==> config.mk <==
export PLATFORM = sky130hd
export DESIGN_NAME = dpgen
export DESIGN_NICKNAME = d
export VERILOG_FILES = /design/src/rtl/dpgen.sv
export SDC_FILE = /design/constraint.sdc
export NUM_CORES = 1
export LEC_CHECK = 0
export CAP_MARGIN = 20
export CORE_ASPECT_RATIO = 1.75
export CORE_UTILIZATION = 42
export CTS_CLUSTER_DIAMETER = 200
export DETAILED_ROUTE_END_ITERATION = 7
export GPL_ROUTABILITY_DRIVEN = 1
export PLACE_DENSITY = 0.73
export SLEW_MARGIN = 20
export SYNTH_ARGS = -nofsm -noshare
export SYNTH_HDL_FRONTEND = slang
export SYNTH_SLANG_ARGS = --single-unit
==> constraint.sdc <==
create_clock -name clk -period 3 [get_ports clk]
set_input_delay 0.45 -clock clk [delete_from_list [all_inputs] [get_ports clk]]
set_output_delay 0.45 -clock clk [all_outputs]
set_load 0.01 [all_outputs]
==> src/rtl/dpgen.sv <==
// ---------------------------------------------------------------------------
// dpgen : 8x8 Conway's Game of Life datapath / generator
//
// Holds a 64-cell grid in a register. While idle the grid continuously
// loads the incoming pattern; once started it advances one generation per
// clock for as long as start is held, freezing when start drops.
//
// Cell mapping: bit index = row*8 + col, so byte k is row k and bit 0 of a
// row is column 0. A 1 is a live cell. The grid does not wrap: cells
// outside the 8x8 area count as dead.
//
// Ports:
//   clk    in   1  rising-edge clock
//   reset  in   1  asynchronous reset, active low (0 = reset asserted)
//   gin    in  64  initial pattern, sampled every edge while idle
//   clear  in   1  synchronous grid clear, active high, beats start
//   start  in   1  run enable, level sensitive
//   gout   out 64  current grid, straight from the grid register
// ---------------------------------------------------------------------------
module dpgen (
  input  logic        clk,
  input  logic        reset,
  input  logic [63:0] gin,
  input  logic        clear,
  input  logic        start,
  output logic [63:0] gout
);

  typedef enum logic [1:0] {
    IDLE  = 2'd0,
    RUN   = 2'd1,
    PAUSE = 2'd2
  } state_t;

  state_t      state, state_d;
  logic [63:0] grid, grid_d;
  logic [63:0] next_gen;
  logic [3:0]  count;
  logic [5:0]  idx;

  // Next generation for all 64 cells in parallel. Neighbours that fall
  // outside the grid are skipped, which is what makes edges and corners
  // see only 5 and 3 neighbours.
  always_comb begin
    next_gen = '0;
    count    = '0;
    idx      = '0;
    for (int r = 0; r < 8; r++) begin
      for (int c = 0; c < 8; c++) begin
        count = '0;
        for (int dr = -1; dr <= 1; dr++) begin
          for (int dc = -1; dc <= 1; dc++) begin
            if (!(dr == 0 && dc == 0) &&
                (r + dr >= 0) && (r + dr < 8) &&
                (c + dc >= 0) && (c + dc < 8)) begin
              idx   = 6'(((r + dr) * 8) + (c + dc));
              count = count + {3'b000, grid[idx]};
            end
          end
        end
        idx = 6'((r * 8) + c);
        next_gen[idx] = (count == 4'd3) || (grid[idx] && (count == 4'd2));
      end
    end
  end

  // State register. Reset always returns to IDLE, which is the only way
  // back there.
  always_ff @(posedge clk or negedge reset) begin
    if (!reset) state <= IDLE;
    else        state <= state_d;
  end

  // Next-state logic. An X start in IDLE evaluates false and keeps the
  // block idle rather than launching a run on garbage.
  always_comb begin
    state_d = state;
    if (clear) begin
      state_d = PAUSE;
    end else begin
      case (state)
        IDLE:    if (start)  state_d = RUN;
        RUN:     if (!start) state_d = PAUSE;
        PAUSE:   if (start)  state_d = RUN;
        default: state_d = IDLE;
      endcase
    end
  end

  // Grid update selection. The edge that leaves IDLE still loads gin, and
  // the edge that drops out of RUN does not advance the grid.
  always_comb begin
    grid_d = grid;
    if (clear) begin
      grid_d = '0;
    end else begin
      case (state)
        IDLE:    grid_d = gin;
        RUN:     if (start) grid_d = next_gen;
        default: grid_d = grid;
      endcase
    end
  end

  // Grid register; gout is driven directly from it.
  always_ff @(posedge clk or negedge reset) begin
    if (!reset) grid <= '0;
    else        grid <= grid_d;
  end

  assign gout = grid;

endmodule

==> impl_results.html <==
<table>
<tr><th>Metric</th><th>Value</th></tr>
<tr><th colspan="2">Die</th></tr>
<tr><td>Placeable Area</td><td>25300 sq um</td></tr>
<tr><td>Number of I/O pins</td><td>132</td></tr>
<tr><td>Floorplan die area</td><td>26500 sq um</td></tr>
<tr><td>X dimension of the die</td><td>124 microns</td></tr>
<tr><td>Die outline height</td><td>215 microns</td></tr>
<tr><td>Number of standard-cell rows in the floorplan</td><td>77</td></tr>
<tr><td>Initial Util</td><td>0.429</td></tr>
<tr><th colspan="2">Timing</th></tr>
<tr><td>Final Hold Violating Endpoints</td><td>0</td></tr>
<tr><td>Number of setup violations in the final report</td><td>24</td></tr>
<tr><td>Worst Tran Pin Value</td><td>0.896 ns</td></tr>
<tr><td>Setup TNS</td><td>-2.29 ns</td></tr>
<tr><td>Setup clock skew after layout</td><td>0.00920 ns</td></tr>
<tr><td>Portion of the clock cycle consumed by the worst path in the final layout</td><td>1.06</td></tr>
<tr><td>WHS</td><td>0.168 ns</td></tr>
<tr><td>Min setup slack post-route</td><td>-0.194 ns</td></tr>
<tr><td>Slew HR</td><td>0.403</td></tr>
<tr><td>Count of pins over their slew limit</td><td>0</td></tr>
<tr><td>Fmax</td><td>313 MHz</td></tr>
<tr><td>Unrepaired setup endpoints after global routing</td><td>true</td></tr>
<tr><td>Clock period minus worst slack</td><td>3.19 ns</td></tr>
<tr><th colspan="2">Global route</th></tr>
<tr><td>All-Layer GR Usage</td><td>0.231</td></tr>
<tr><td>Maximum number of pins on one net before global-route repair</td><td>66</td></tr>
<tr><td>First-pass GRT wire length</td><td>47.0 mm</td></tr>
<tr><td>Antenna violations before repair</td><td>0</td></tr>
<tr><td>Number of global-route vias before repair</td><td>9799</td></tr>
<tr><td>GRT Residual Overflow</td><td>0</td></tr>
<tr><th colspan="2">Synthesis</th></tr>
<tr><td>Yosys reg bits</td><td>66</td></tr>
<tr><td>Basic-gate share of the synthesized area counting and, or, nand and nor cells</td><td>0.0348</td></tr>
<tr><td>Number of nets produced by synthesis</td><td>1435</td></tr>
<tr><td>Post-Synthesis Cells</td><td>1036</td></tr>
<tr><td>Share of synthesized cell area in full adder, half adder and majority cells</td><td>0.517</td></tr>
<tr><td>Post-synthesis area per instance</td><td>10.5 sq um</td></tr>
<tr><td>Proportion of synthesized chip area in sequential cells</td><td>0.152</td></tr>
<tr><td>Share of the synthesized area in compound gates (AO/OA/AOI/OAI)</td><td>0.179</td></tr>
<tr><td>Area share of xor/xnor cells in the synthesized design</td><td>0.000806</td></tr>
<tr><td>Count of flip-flops with a built-in enable after synthesis</td><td>0</td></tr>
<tr><td>Multiplexer share of the synthesized area</td><td>0.00369</td></tr>
<tr><td>Prevailing post-synth register cell</td><td>dfrtp_1</td></tr>
<tr><td>Number of warning messages in the yosys log</td><td>0</td></tr>
<tr><td>Largest family of logic cells by synthesized area</td><td>adder cells</td></tr>
<tr><td>Async set or reset register ratio after synthesis</td><td>1.00</td></tr>
<tr><td>Syn Std Cell Area</td><td>10900 sq um</td></tr>
<tr><td>Count of cell types in the netlist</td><td>35</td></tr>
<tr><th colspan="2">Layout</th></tr>
<tr><td>Most common cell after layout, fill and taps aside</td><td>inv_1</td></tr>
<tr><td>Most used cells in the layout excluding fill and tap cells</td><td>inv_1, fa_1, buf_4, clkdlybuf4s50_1, ha_1</td></tr>
<tr><td>Share of cells above drive strength 1</td><td>0.245</td></tr>
<tr><td>Number of nets in the final layout</td><td>1714</td></tr>
<tr><td>Diode insertion count for antenna repair</td><td>0</td></tr>
<tr><td>Layout Utilization</td><td>0.564</td></tr>
<tr><td>Area added between synthesis and finish</td><td>31.5%</td></tr>
<tr><td>Final Instance Area</td><td>14300 sq um</td></tr>
<tr><td>Layout Cells excl Fill</td><td>1636</td></tr>
<tr><th colspan="2">Outcome</th></tr>
<tr><td>Violations in the final reports</td><td>negative setup slack</td></tr>
<tr><td>Result of the run</td><td>complete, but fails checks</td></tr>
<tr><th colspan="2">Route</th></tr>
<tr><td>Wirelength per Cell</td><td>17.5 microns</td></tr>
<tr><td>Final ANT Viol Nets</td><td>0</td></tr>
<tr><td>Total detailed-routing wirelength</td><td>28.7 mm</td></tr>
<tr><td>Via density per instance</td><td>5.30</td></tr>
<tr><td>DR pass1 iterations</td><td>4</td></tr>
<tr><td>Via count</td><td>8678</td></tr>
<tr><td>DRC marker count from the first detailed-route iteration</td><td>349</td></tr>
<tr><td>DRC violations left</td><td>0</td></tr>
<tr><th colspan="2">Worst setup path</th></tr>
<tr><td>Largest stage delay, worst path</td><td>0.53 ns</td></tr>
<tr><td>Depth of the critical timing path with buffers and inverters included</td><td>10</td></tr>
<tr><td>Launch point of the worst path</td><td>gout[36]</td></tr>
<tr><td>Required time of the critical path</td><td>3.26 ns</td></tr>
<tr><td>Critical path buffers and inverters</td><td>3</td></tr>
<tr><td>Reg2Reg Depth</td><td>10</td></tr>
<tr><td>Most common cell type on the critical path</td><td>fa_1</td></tr>
<tr><td>Ordered cell list for the critical path</td><td>clkinvlp_4 -&gt; buf_4 -&gt; fa_1 -&gt; fa_1 -&gt; fa_1 -&gt; inv_1 -&gt; ha_2 -&gt; fa_1 -&gt; o21a_1 -&gt; o22ai_1</td></tr>
<tr><td>Arrival time of data at the critical path endpoint</td><td>3.45 ns</td></tr>
<tr><td>Worst setup endpoint</td><td>gout[44]</td></tr>
<tr><td>Worst-case register-to-register setup slack</td><td>-0.19 ns</td></tr>
<tr><td>Endpoint of the worst register-to-register path</td><td>gout[44]</td></tr>
<tr><td>Maximum fanout along the worst path</td><td>3</td></tr>
<tr><td>Crit path capture type</td><td>flop</td></tr>
<tr><td>Element type at the critical path start</td><td>flop</td></tr>
<tr><td>Cell with the biggest individual delay on the critical path</td><td>fa_1</td></tr>
<tr><td>Critical Setup Path Class</td><td>flop to flop</td></tr>
<tr><td>Kind of cell adding the most delay to the critical path</td><td>adder cells</td></tr>
<tr><td>Reg2reg start</td><td>gout[36]</td></tr>
<tr><th colspan="2">Clock network</th></tr>
<tr><td>Number of buffers inserted during clock tree synthesis</td><td>9</td></tr>
<tr><td>Number of buffers inserted for hold repair after clock tree synthesis</td><td>0</td></tr>
<tr><td>Source-to-sink clock delay at the later pin of the worst-skew pair</td><td>0.35 ns</td></tr>
<tr><td>Deepest level of the CTS H-tree</td><td>3</td></tr>
<tr><td>Clock net sink count</td><td>66</td></tr>
<tr><td>CTS tree</td><td>built</td></tr>
<tr><td>Clock Root Buffer</td><td>clkbuf_16</td></tr>
<tr><td>CTS max path bufs</td><td>2</td></tr>
<tr><td>CTS clock-pin slew for the worst setup and hold paths</td><td>0.06 ns</td></tr>
<tr><th colspan="2">Placed design</th></tr>
<tr><td>Area post-placement</td><td>13600 sq um</td></tr>
<tr><td>Detailed placer's ending HPWL</td><td>22.4 mm</td></tr>
<tr><td>GPL Wtd Cong</td><td>0.809</td></tr>
<tr><td>Instance count after placement with tap cells included</td><td>1586</td></tr>
<tr><td>Number of buffers added on ports</td><td>131</td></tr>
<tr><th colspan="2">Pwr</th></tr>
<tr><td>Sequential share of power</td><td>0.213</td></tr>
<tr><td>Worst supply voltage drop on vdd</td><td>0.000262 V</td></tr>
<tr><td>Switching power</td><td>2.04 mW</td></tr>
<tr><td>Gate power share</td><td>0.573</td></tr>
<tr><td>Clock network power share</td><td>0.214</td></tr>
<tr><td>Cell Pwr Density</td><td>344 nW/um^2</td></tr>
<tr><td>Internal power summed over all cells</td><td>2.87 mW</td></tr>
<tr><td>Switching part of the total power</td><td>0.416</td></tr>
<tr><td>Leakage power</td><td>6.84 nW</td></tr>
<tr><th colspan="2">Flow run</th></tr>
<tr><td>Max-capacitance violation count</td><td>0</td></tr>
<tr><th colspan="2">Worst hold path</th></tr>
<tr><td>Worst hold path class</td><td>input port to asynchronous set/reset pin</td></tr>
</table>
## metal layers
metal	wire, microns	vias to the layer above	GRT usage	share of wire
met5	0	-	0	0
met4	1140	0	0.117	0.040
met3	809	72	0.0204	0.028
met2	16000	177	0.429	0.56
met1	10800	4411	0.255	0.38
li1	-	4018	-	-
## power groups by stage
stage	combinational, mW	sequential, mW	clock (mW)
2_1_floorplan	1.64	1.11	0
3_3_place_gp	2.53	1.06	0
3_5_place_dp	2.67	1.06	0
4_1_cts	2.76	1.04	1.07
5_1_grt	3.21	1.06	1.10
6_report	2.82	1.04	1.05
## cells in the mapped netlist (14+ instances only)
cell	n	share of area
inv_1	283	0.098
fa_1	196	0.36
ha_1	135	0.16
dfrtp_1	66	0.15
a21oi_1	41	0.019
a211oi_1	40	0.028
a22oi_1	36	0.025
o22ai_1	36	0.021
nand3_1	26	0.012
o211ai_1	26	0.018
o21a_1	26	0.018
nand2_1	14	0.0048
## metrics by stage
stage / worst slack [ns] / power, mW
after floorplan: -0.157 / 2.75
after global placement: -0.0952 / 3.58
after detailed placement: -0.220 / 3.73
after CTS: -0.171 / 4.87
after global routing: -0.299 / 5.37
final: -0.194 / 4.91
## area by class of cell
| type | count | area (sq um) |
|---|---|---|
| Multi-Input combinational cell | 658 | 8190 |
| Tap cell | 316 | 395 |
| Inverter | 283 | 1170 |
| Timing Repair Buffer | 297 | 2580 |
| Fill cell | 2129 | 11000 |
| Clock buffer | 16 | 272 |
| Sequential cell | 66 | 1690 |
## how the worst min path moves through the flow
stage	start	endpoint	slack, ns	depth (start not counted)
detailed placement	reset	gout[8]	0.55	2
global placement	reset	gout[8]	0.55	2
floorplan	reset	gout[0]	0.15	0
finish	reset	gout[0]	0.17	2
CTS	reset	gout[4]	0.18	2
global route	reset	gout[0]	0.21	2
## registers in the layout, summed over array words and instances (netlist names)
register and cells:
state 2, gout 64
## logic make-up after synthesis
| logic type | count (synthesis) |
|---|---|
| DFF | 66 |
| muxes | 4 |
| adders and majority gates | 331 |
| and+or+nand+nor | 69 |
| xor gates and xnor gates | 1 |
| buffers and inverters | 312 |
| AOI/OAI and AO/OA | 253 |
## timing repair
item                                    4_1_cts  5_1_grt
endpoints found under the setup margin       32       36
setup buffers                                26        8
resized for setup                            36       33
pin swaps                                    21       20
cloned                                        0        0
(Power assumes the default switching activity.)
